===== src/rtl/mag_cmp_ctrl.sv =====
// Operand-entry / compare / display sequencer for the 5-bit magnitude-compare lab datapath.
// Loads X and Y on button presses, captures the comparator result, and holds it on the display.
module mag_cmp_ctrl #(
    parameter int HOLD_CYCLES = 100_000_000,
    parameter int CNT_MAX     = 9999
) (
    input  logic        clk,
    input  logic        rst,
    input  logic [4:0]  sw,
    input  logic        btn,
    input  logic [4:0]  abs_in,
    input  logic        gt_in,
    input  logic        eq_in,
    input  logic        lt_in,
    output logic [4:0]  x_out,
    output logic [4:0]  y_out,
    output logic [13:0] cnt1,
    output logic [13:0] cnt2,
    output logic        valid,
    output logic        sign,
    output logic [1:0]  state_led
);

    localparam int HW = $clog2(HOLD_CYCLES + 1);

    localparam logic [1:0] WAIT_X = 2'b00;
    localparam logic [1:0] WAIT_Y = 2'b01;
    localparam logic [1:0] SETTLE = 2'b10;
    localparam logic [1:0] SHOW   = 2'b11;

    localparam logic [HW-1:0] HOLD_LAST = HW'(HOLD_CYCLES - 1);
    localparam logic [13:0]   CNT_SAT   = 14'(CNT_MAX);

    logic [1:0]    state_q, state_d;
    logic [4:0]    x_q, x_d;
    logic [4:0]    y_q, y_d;
    logic [4:0]    abs_q, abs_d;
    logic          lt_q, lt_d;
    logic          eq_q, eq_d;
    logic [13:0]   cnt_q, cnt_d;
    logic [HW-1:0] hold_q, hold_d;
    logic          btn_q;
    logic          press;

    // Sign is taken from lt, so gt is only tied off here.
    logic unused_gt;
    assign unused_gt = gt_in;

    assign press = btn & ~btn_q;

    always_comb begin
        state_d = state_q;
        x_d     = x_q;
        y_d     = y_q;
        abs_d   = abs_q;
        lt_d    = lt_q;
        eq_d    = eq_q;
        cnt_d   = cnt_q;
        hold_d  = hold_q;
        case (state_q)
            WAIT_X: begin
                if (press) begin
                    x_d     = sw;
                    state_d = WAIT_Y;
                end
            end
            WAIT_Y: begin
                if (press) begin
                    y_d     = sw;
                    state_d = SETTLE;
                end
            end
            SETTLE: begin
                abs_d   = abs_in;
                lt_d    = lt_in;
                eq_d    = eq_in;
                cnt_d   = (cnt_q >= CNT_SAT) ? cnt_q : cnt_q + 14'd1;
                hold_d  = '0;
                state_d = SHOW;
            end
            default: begin
                hold_d = hold_q + HW'(1);
                // A press and a timeout in the same cycle both land in WAIT_X.
                if (press || (hold_q == HOLD_LAST)) begin
                    state_d = WAIT_X;
                end
            end
        endcase
    end

    always_ff @(posedge clk) begin
        btn_q <= btn;
        if (rst) begin
            state_q <= WAIT_X;
            x_q     <= '0;
            y_q     <= '0;
            abs_q   <= '0;
            lt_q    <= 1'b0;
            eq_q    <= 1'b0;
            cnt_q   <= '0;
            hold_q  <= '0;
        end else begin
            state_q <= state_d;
            x_q     <= x_d;
            y_q     <= y_d;
            abs_q   <= abs_d;
            lt_q    <= lt_d;
            eq_q    <= eq_d;
            cnt_q   <= cnt_d;
            hold_q  <= hold_d;
        end
    end

    always_comb begin
        cnt2  = {9'b0, sw};
        valid = 1'b1;
        sign  = 1'b0;
        case (state_q)
            SETTLE: begin
                cnt2  = '0;
                valid = 1'b0;
            end
            SHOW: begin
                cnt2  = {9'b0, abs_q};
                valid = ~eq_q;
                sign  = lt_q & ~eq_q;
            end
            default: ;
        endcase
    end

    assign x_out     = x_q;
    assign y_out     = y_q;
    assign cnt1      = cnt_q;
    assign state_led = state_q;

endmodule

===== config.mk =====
export PLATFORM = sky130hd
export DESIGN_NAME = mag_cmp_ctrl
export DESIGN_NICKNAME = d
export VERILOG_FILES = /design/src/rtl/mag_cmp_ctrl.sv
export SDC_FILE = /design/constraint.sdc
export NUM_CORES = 1
export LEC_CHECK = 0
export ABC_AREA = 0
export CAP_MARGIN = 20
export CELL_PAD_IN_SITES_DETAIL_PLACEMENT = 2
export CELL_PAD_IN_SITES_GLOBAL_PLACEMENT = 2
export CORE_MARGIN = 4
export CORE_UTILIZATION = 27
export CTS_CLUSTER_DIAMETER = 50
export DETAILED_ROUTE_END_ITERATION = 10
export PLACE_DENSITY_LB_ADDON = 0.2
export SETUP_SLACK_MARGIN = 0.2
export SLEW_MARGIN = 20
export SYNTH_ARGS = -nofsm -noshare
export SYNTH_HDL_FRONTEND = slang
export SYNTH_SLANG_ARGS = --single-unit

===== constraint.sdc =====
create_clock -name clk -period 2.2 [get_ports clk]
set_clock_uncertainty 0.05 [all_clocks]
set_input_delay 0.66 -clock clk [delete_from_list [all_inputs] [get_ports clk]]
set_output_delay 0.66 -clock clk [all_outputs]
set_load 0.01 [all_outputs]

==> results of run 1 <==
## worst max path at each step
stage | from | to | slack [ns] | depth (start not counted)
after floorplan | state_led[0]$_SDFFE_PP0P_ | hold_q[20]$_SDFFE_PP0N_ | 0.23 | 8
after global placement | sw[3] | cnt2[3] | -0.41 | 4
after detailed placement | sw[3] | cnt2[3] | -0.44 | 4
after CTS | state_led[1]$_SDFFE_PP0P_ | valid | 0.10 | 4
after global routing | state_led[0]$_SDFFE_PP0P_ | cnt2[3] | 0.03 | 5
final | state_led[0]$_SDFFE_PP0P_ | cnt2[3] | 0.12 | 5
## cells in the final DEF, fill, tap and decap left out, drive strengths merged
cell type / netlist / layout
nand3b: 1 / 1
mux2: 1 / 1
buf: 15 / 41
nand3: 24 / 24
clkbuf: 9 / 13
nor4b: 1 / 1
or3: 2 / 2
clkinv: 0 / 2
nand2: 34 / 34
xnor2: 12 / 12
nor2b: 2 / 2
a21oi: 17 / 17
a211oi: 3 / 3
dfxtp: 61 / 61
a31o: 2 / 2
inv: 4 / 4
a21o: 1 / 1
conb: 1 / 9
a2111oi: 1 / 1
bufinv: 0 / 2
or4: 1 / 1
clkdlybuf4s50: 0 / 16
nor3: 3 / 3
mux2i: 10 / 10
a31oi: 2 / 2
ha: 7 / 7
and4: 5 / 5
xor2: 21 / 21
dlymetal6s2s: 0 / 5
o21ai: 10 / 10
nand2b: 8 / 8
nor4: 10 / 10
dlygate4sd2: 0 / 19
nor2: 52 / 52
nand4: 16 / 16
and3: 6 / 6
or2: 1 / 1
## repair_timing
item	4_1_cts	5_1_grt
buffers inserted	3	3
endpoints found under the setup margin	30	28
gates resized for setup	76	23
gates cloned	0	1
hold buffers	0	0
pin swaps	4	11
## sequential cells by signal, summed over array words and instances (netlist names)
name and flops:
abs_q 5, btn_q 1, cnt1 14, eq_q 1
hold_q 27, lt_q 1, state_led 2, x_out 5
y_out 5
## layout make-up
type / count / area share (%)
clock buffers: 12 / 3.79
well taps: 136 / 4.16
repair buffers: 82 / 18.3
flip-flops and latches: 61 / 30.3
multi-input cells: 262 / 41.3
clock inverters: 4 / 1.71
inverters: 4 / 0.428
## where the power goes
| group | leakage (nW) | switching [W] | internal [W] | total [W] |
|---|---|---|---|---|
| Combinational | 1.07 | 0.000437 | 0.000425 | 0.000862 |
| Clock | 0.116 | 0.000462 | 0.000697 | 0.00116 |
| Sequential | 0.500 | 0.0000741 | 0.00119 | 0.00127 |
| Total | 1.69 | 0.000973 | 0.00231 | 0.00329 |
## cells by family after synthesis
group	Yosys count
AOI/OAI and AO/OA	36
adders and majority gates	7
and+or+nand+nor	166
DFF	61
other	1
buffers and inverters	28
xor gates and xnor gates	33
muxes	11
## through the flow
step / setup slack, ns / std cells / total power [W] / TNS [ns]
after floorplan: 0.226 / 351 / 0.00170 / 0
after global placement: -0.410 / 538 / 0.00202 / -2.11
after detailed placement: -0.441 / 538 / 0.00204 / -2.26
after CTS: 0.101 / 557 / 0.00326 / 0
after global routing: 0.0328 / 561 / 0.00350 / 0
final: 0.124 / 561 / 0.00329 / 0
## worst max-delay path: cells and delay by family (launching register included)
family / cells / cell delay [ns]
adders and majority gates: 1 / 0.18
and+or+nand+nor: 1 / 0.15
buffers and inverters: 2 / 0.20
DFF: 1 / 0.39
AOI/OAI and AO/OA: 1 / 0.12
## routing by layer
layer  track usage (%)  up-vias  share of wire, %
met4              3.13        0               1.2
met1              17.7     1347                46
li1                  -     1318                 -
met5                 0        -                 0
met2              24.2       35                50
met3              3.77       11               2.7
==> out/results.txt, run 1 <==
Across the VDD grid, the largest voltage drop is 0.000382 V. The area enclosed by the die boundary is 0.0126 mm2. The areal power density over the cells came out at 803 mW/mm2.

For this design the static power due to leakage is 1.69 nW. The worst hold path terminates at x_out[3]$_SDFFE_PP0P_. The share of flip-flops with an asynchronous set or reset after synthesis is 0%, and the initial antenna violation count is 0. The adder and majority cell fraction of the synthesized area was 3.00%. For this run, the number of Yosys warnings is 0.

For this block, the initial DRC count from the detailed router was 66. The source of the worst hold timing path is x_out[3]$_SDFFE_PP0P_. Entering global routing, the biggest net connects 26 pins. The worst-case reg-to-reg path depth was 5; the number of nets with antenna violations after routing was 0. Wires add up to 8830 um. After detailed placement, the total cell area comes to 0.00370 mm2. Data on the critical path arrives at its endpoint at 1.37 ns. The run finished with clean final reports. Relative to the synthesized area, the layout overhead comes to 40.0%. In this run the core area contains 37 standard-cell rows. Clock tree synthesis inserted a total of 9 buffers. The run gives 0.00124 mm2 as the footprint of the flip-flops and latches.

The launching point of the worst reg2reg path was hold_q[17]$_SDFFE_PP0N_. Traced cell by cell, the critical path runs through inv_4, ha_4, nand2b_4, o21ai_2, buf_2. The buffer levels on the longest clock path is 2, and the routed length per placed instance is 15.7 um.

After synthesis, the netlist uses 37 different library cells. The run gives 0.00409 mm2 as the final standard cell area without fillers. The H-tree was split into 3 levels. Category of the worst setup path launch point: a flip-flop. Of the total synthesized cell area, the portion taken by AND, OR, NAND and NOR gates is 29.1%.

The number of input and output port buffers inserted came out at 47. The part of the cycle the worst path needs is 94.4%. The transition time of the tightest slew-check pin was 0.506 ns; the synthesized-area fraction occupied by xor and xnor cells was 9.88%. For the maximum clock frequency, the log shows 0.482 GHz. The dominant combinational cell family by area after synthesis was simple AND/OR/NAND/NOR gates. The total area inside the core boundary comes to 0.0104 mm2.

Most frequent cell after synthesis: sky130_fd_sc_hd__dfxtp_1. The final setup violation count was 0. The run gives 65.4% as the headroom to the max-slew limit.

In this run the worst path has a maximum fanout of 6. Filler cell count: 1155. The total count of max-transition violations in the final report was 0. The number of antenna diodes in the final layout is 0. The top cell type by area accounts for 41.8% of the synthesized area.

For this configuration, the core starts out at a cell density of 28.1%. STA classifies the critical path endpoint as a primary output. Max-capacitance violation count: 0. sky130_fd_sc_hd__dfxtp_1 takes more of the synthesized area than any other cell. Of the cells placed in the final design, the portion with a size suffix greater than 1 is 22.1%.

For this design the top-level I/O count stands at 58. For the worst-skew pair, the clock arrives at the later sink with an insertion delay of 0.34 ns. The final route contains 2711 vias. The detail-routed via count per cell works out to 4.83. The final weighted congestion in routability-driven placement is 0.701.

Yosys attributes the largest share of cell area to sky130_fd_sc_hd__dfxtp_1, sky130_fd_sc_hd__nor2_1, sky130_fd_sc_hd__xor2_1, sky130_fd_sc_hd__nand2_1, sky130_fd_sc_hd__nand3_1. Along the worst hold path, the cell count comes to 2. The logs give 0.00169 mm2 for the footprint of the multi-input gates and 5980 um for the HPWL after detailed placement. CTS placed an instance of sky130_fd_sc_hd__clkbuf_8 at the clock tree root.

The y dimension of the die is 112 um. Across every metal layer, demand over resource in global routing totals 14.1%. Counting instances in the post-synthesis netlist gives the leading cell types as sky130_fd_sc_hd__dfxtp_1, sky130_fd_sc_hd__nor2_1, sky130_fd_sc_hd__nand2_1.

Setup repair after global routing could not meet its margin everywhere. The clock drives 61 sinks. The tools report the final hold slack as 0.413 ns. In this run the critical register-to-register path is captured at state_led[0]$_SDFFE_PP0P_. TritonCTS built the clock tree. Across all register-to-register paths, the minimum setup slack is 0.29 ns.

Summing the sequential cell areas from Yosys gives 41.8% of the chip area. The mean area per synthesized cell was 8.52 um2; the post-synthesis cell area was 0.00292 mm2. The path category of the worst min-delay check is reg -> reg. The synthesized design contains 61 register bits. The post-synthesis cell count is 343, and the net total in the final layout is 443. The critical path is of the reg -> out type. For this run, the leading register cell type out of synthesis is sky130_fd_sc_hd__dfxtp_1. Clock-pin slew was measured on the worst setup and hold paths at 0.07 ns.

Counting flops with a built-in enable in the synthesized netlist gives 0. The number of detailed-routing iterations run before antenna repair was 4. The final hold violation count came out at 0. The mux cell area share after synthesis came out at 3.81%.

On the worst path, the slowest cell contributes a delay of 0.39 ns. The first global-routing pass estimated 14600 um of wire. The required time of the critical path was 1.49 ns; the die boundary width was 112 um. After detailed routing, the number of remaining DRC violations is 0.

The synthesized netlist devotes 6.97% of its cell area to compound gates. The run gives 2911 as the via count of the first global-routing pass. The smallest clock period supported by the final layout is computed as 2.08 ns. For this design, the slowest cell found on the critical path is sky130_fd_sc_hd__dfxtp_4. The core utilization of the finished layout is 39.3%.

For this run the aggregate overflow at the end of global routing stands at 0.
No activity file was read; power rests on OpenSTA's default activity.
==> run 2, diff against run 1 <==
--- a/config.mk
+++ b/config.mk
@@ -9,6 +9,7 @@
 export CAP_MARGIN = 20
 export CELL_PAD_IN_SITES_DETAIL_PLACEMENT = 2
 export CELL_PAD_IN_SITES_GLOBAL_PLACEMENT = 2
+export CORE_ASPECT_RATIO = 1.4
 export CORE_MARGIN = 4
 export CORE_UTILIZATION = 27
 export CTS_CLUSTER_DIAMETER = 50
==> run 2 against run 1 <==
  * Sequential share of layout area fell by 0.31 points
  * First-iteration DRC count fell by 21%
  * Design area up 0.73%
  * Critical path depth stayed put
  * Largest power group is now clock
==> out/results.txt, run 2 (synthesized netlist as in run 1, its figures left out) <==
The y dimension of the die works out to 131 um (+17%). TritonCTS built the clock tree. The number of buffers inserted by hold repair at cts was 0 (unchanged). The peak fanout along the critical path is 7 (+1), and the clock-pin slew on the worst setup and hold paths is 0.05 ns (-0.02 ns). For the final weighted congestion in routability-driven placement, the log shows 0.741 (+5.7%).

The TritonCTS sink count was 61 (unchanged); the area enclosed by the die boundary was 0.0126 mm2 (+0.19%). The logs give 0.0105 mm2 (+0.42%) for the core outline area and 560 (-0.18%) for the final non-filler cell total. The initial antenna violation count is 1 (+1), and the number of flip-flops under the largest register name is 27 (unchanged). Transition time of the tightest slew-check pin: 0.577 ns (+0.0701 ns). For the maximum vdd ir drop, the log shows 0.000380 V (-0.67%).

The count of H-tree levels built during CTS was 3 (unchanged). The library cell used as clock root buffer is sky130_fd_sc_hd__clkbuf_16. The number of placed instances, taps included was 535 (-0.56%). Number of top-level pins: 58 (unchanged). The number of input and output port buffers inserted was 47 (unchanged).

The number of core rows was 44 (+19%). Aggregate global-route resource usage: 15.3% (+1.2 points). The net total in the final layout is 439 (-0.90%). Setup repair after global routing could not meet its margin everywhere.

The register bank with the most flops was hold_q. The buffer levels on the longest clock path is 2 (unchanged), and the total CTS buffers is 9 (unchanged). The run gives 0 (unchanged) as the total count of max-transition violations in the final report. The detail-routed via count per cell is 4.81 (-0.41%). The ratio of cells with drive above 1 in the final layout was 20.9% (-1.2 points).

The residual overflow from global routing came out at 0 (unchanged). For the footprint of the multi-input gates, the log shows 0.00170 mm2 (+0.44%). The maximum clock frequency is 0.482 GHz (about the same), and the post-layout minimum cycle time is 2.08 ns (+0.000140 ns). The logs give 1.70 nW (+0.73%) for the leakage power and 1183 (+2.4%) for the filler cell count. The number of detailed-routing iterations run before antenna repair was 4 (unchanged); the HPWL after detailed placement was 6250 um (+4.5%). The run gives 0 (unchanged) as the number of nets with antenna violations after routing. The run gives 9020 um (+2.1%) as the total wirelength of the detailed-routed design.

In this run the worst hold path is classified as reg -> reg. The tools report the global-route wire length before repair as 14900 um (+2.4%). The placed cell area is 0.00365 mm2 (-1.3%), and the routed length per placed instance is 16.1 um (+2.3%).

The headroom to the max-slew limit came out at 60.6% (-4.8 points). The tools report the arrival time reported for the critical path endpoint as 1.37 ns (about the same). The tools report the final setup violation count as 0 (unchanged).

For the final hold violation count, the log shows 0 (unchanged). The tools report the footprint of the flip-flops and latches as 0.00124 mm2 (-0.30%). The run gives 0.00412 mm2 (+0.73%) as the final standard cell area without fillers. The run gives 2980 (+2.4%) as the via count of the first global-routing pass. The setup path with the least slack is of type reg -> out. Endpoint type of the worst setup path: a primary output. Die boundary width: 96.0 um (-14%). Areal power density over the cells: 877 mW/mm2 (+9.2%). The via count of the routed design was 2695 (-0.59%). Leaving out fill and tap cells, the most frequent cells in the layout are sky130_fd_sc_hd__nor2_1, sky130_fd_sc_hd__dfxtp_1, sky130_fd_sc_hd__nand2_1.

The clock latency reported for the late side of the worst-skew pair was 0.33 ns (about the same); the largest net degree at the start of global routing was 26 (unchanged). The signed area change from the synthesized netlist to the final layout was 41.0%; the number of DRC markers in iteration 0 was 52 (-21%). The run gives 1.49 ns (about the same) as the required time of the critical path. The part of the cycle the worst path needs is 94.4% (about the same). The category of the worst setup path launch point is a flip-flop.

For the initial core utilization, the log shows 28.0% (-0.12 points). The flow ran to the end, and the final reports show no timing, DRC or antenna violations. The max-capacitance violation count is 0 (unchanged). The run gives 0 (unchanged) as the remaining design rule violation count.
-- run 2: cell types whose count changed in the layout (fill, tap and decap cells not counted), moves of 2 or more --
cell and delta:
sky130_fd_sc_hd__dfxtp_2 -3, sky130_fd_sc_hd__dfxtp_1 +3, sky130_fd_sc_hd__clkbuf_16 +8, sky130_fd_sc_hd__nand2b_4 -2, sky130_fd_sc_hd__clkinvlp_4 +2, sky130_fd_sc_hd__clkbuf_8 -11
sky130_fd_sc_hd__dlygate4sd2_1 -2, sky130_fd_sc_hd__nand2b_1 +2
-- run 2: final timing paths --
path                                  start  slack, ns  depth (start not counted)               endpoint
setup / recovery  state_led[0]$_SDFFE_PP0P_       0.12                          5                cnt2[2]
hold / removal        x_out[4]$_SDFFE_PP0P_       0.42                          2  x_out[4]$_SDFFE_PP0P_
setup reg to reg  state_led[0]$_SDFFE_PP0P_       0.27                          8  cnt1[11]$_SDFFE_PP0P_
hold reg to reg       x_out[4]$_SDFFE_PP0P_       0.42                          2  x_out[4]$_SDFFE_PP0P_
-- run 2: metrics by stage --
step           setup WS, ns  hold WS [ns]  total power, W  utilization [%]  setup TNS (ns)
3_5_place_dp         -0.504         0.410         0.00201             34.9           -2.50
5_1_grt              0.0328         0.443         0.00380             39.4               0
6_report              0.123         0.416         0.00362             39.4               0
2_1_floorplan         0.226         0.399         0.00170                -               0
4_1_cts              0.0880         0.417         0.00362             38.6               0
3_3_place_gp         -0.520         0.394         0.00199             34.9           -2.53
-- run 2: final cells by class --
cell class	count	area share, %
clock buffers	9	5.46
inverters	4	0.425
well taps	138	4.19
clock inverters	7	2.18
diodes	1	0.0607
repair buffers	78	16.5
flip-flops and latches	61	30.0
multi-input cells	262	41.2
-- run 2: repair_timing --
item                                    in CTS  in global routing
setup buffers                                5                  2
endpoints found under the setup margin      39                 43
hold endpoints to repair                     0                  0
pin swaps                                    7                  7
cloned                                       1                  0
resized for setup                           70                 21
-- run 2: routing by layer --
metal  up-vias  wire, um  track usage, %
li1       1311         -               -
met1      1344      3630            16.5
met2        31      4990            27.5
met3         9       248            3.43
met4         0       152            6.96
met5         -         0               0
-- run 2: power by group --
group | leakage (nW) | internal, W | switching (W)
logic | 1.05 | 0.000386 | 0.000444
clock network | 0.151 | 0.000984 | 0.000528
registers | 0.499 | 0.00119 | 0.0000811
total | 1.70 | 0.00256 | 0.00105
-- run 2: worst max-delay path: stages, from the launching register on --
cell and delay [ns]:
sky130_fd_sc_hd__dfxtp_4 0.39, sky130_fd_sc_hd__inv_4 0.05, sky130_fd_sc_hd__ha_4 0.18, sky130_fd_sc_hd__nand2b_4 0.14, sky130_fd_sc_hd__o21ai_2 0.13, sky130_fd_sc_hd__buf_2 0.15
==> run 3, diff against run 2 <==
--- a/config.mk
+++ b/config.mk
@@ -14,6 +14,7 @@
 export CORE_UTILIZATION = 27
 export CTS_CLUSTER_DIAMETER = 50
 export DETAILED_ROUTE_END_ITERATION = 10
+export GPL_ROUTABILITY_DRIVEN = 0
 export PLACE_DENSITY_LB_ADDON = 0.2
 export SETUP_SLACK_MARGIN = 0.2
 export SLEW_MARGIN = 20
==> results of run 3 <==
Same layout as run 2: the final DEF is identical, and so are final timing and power.
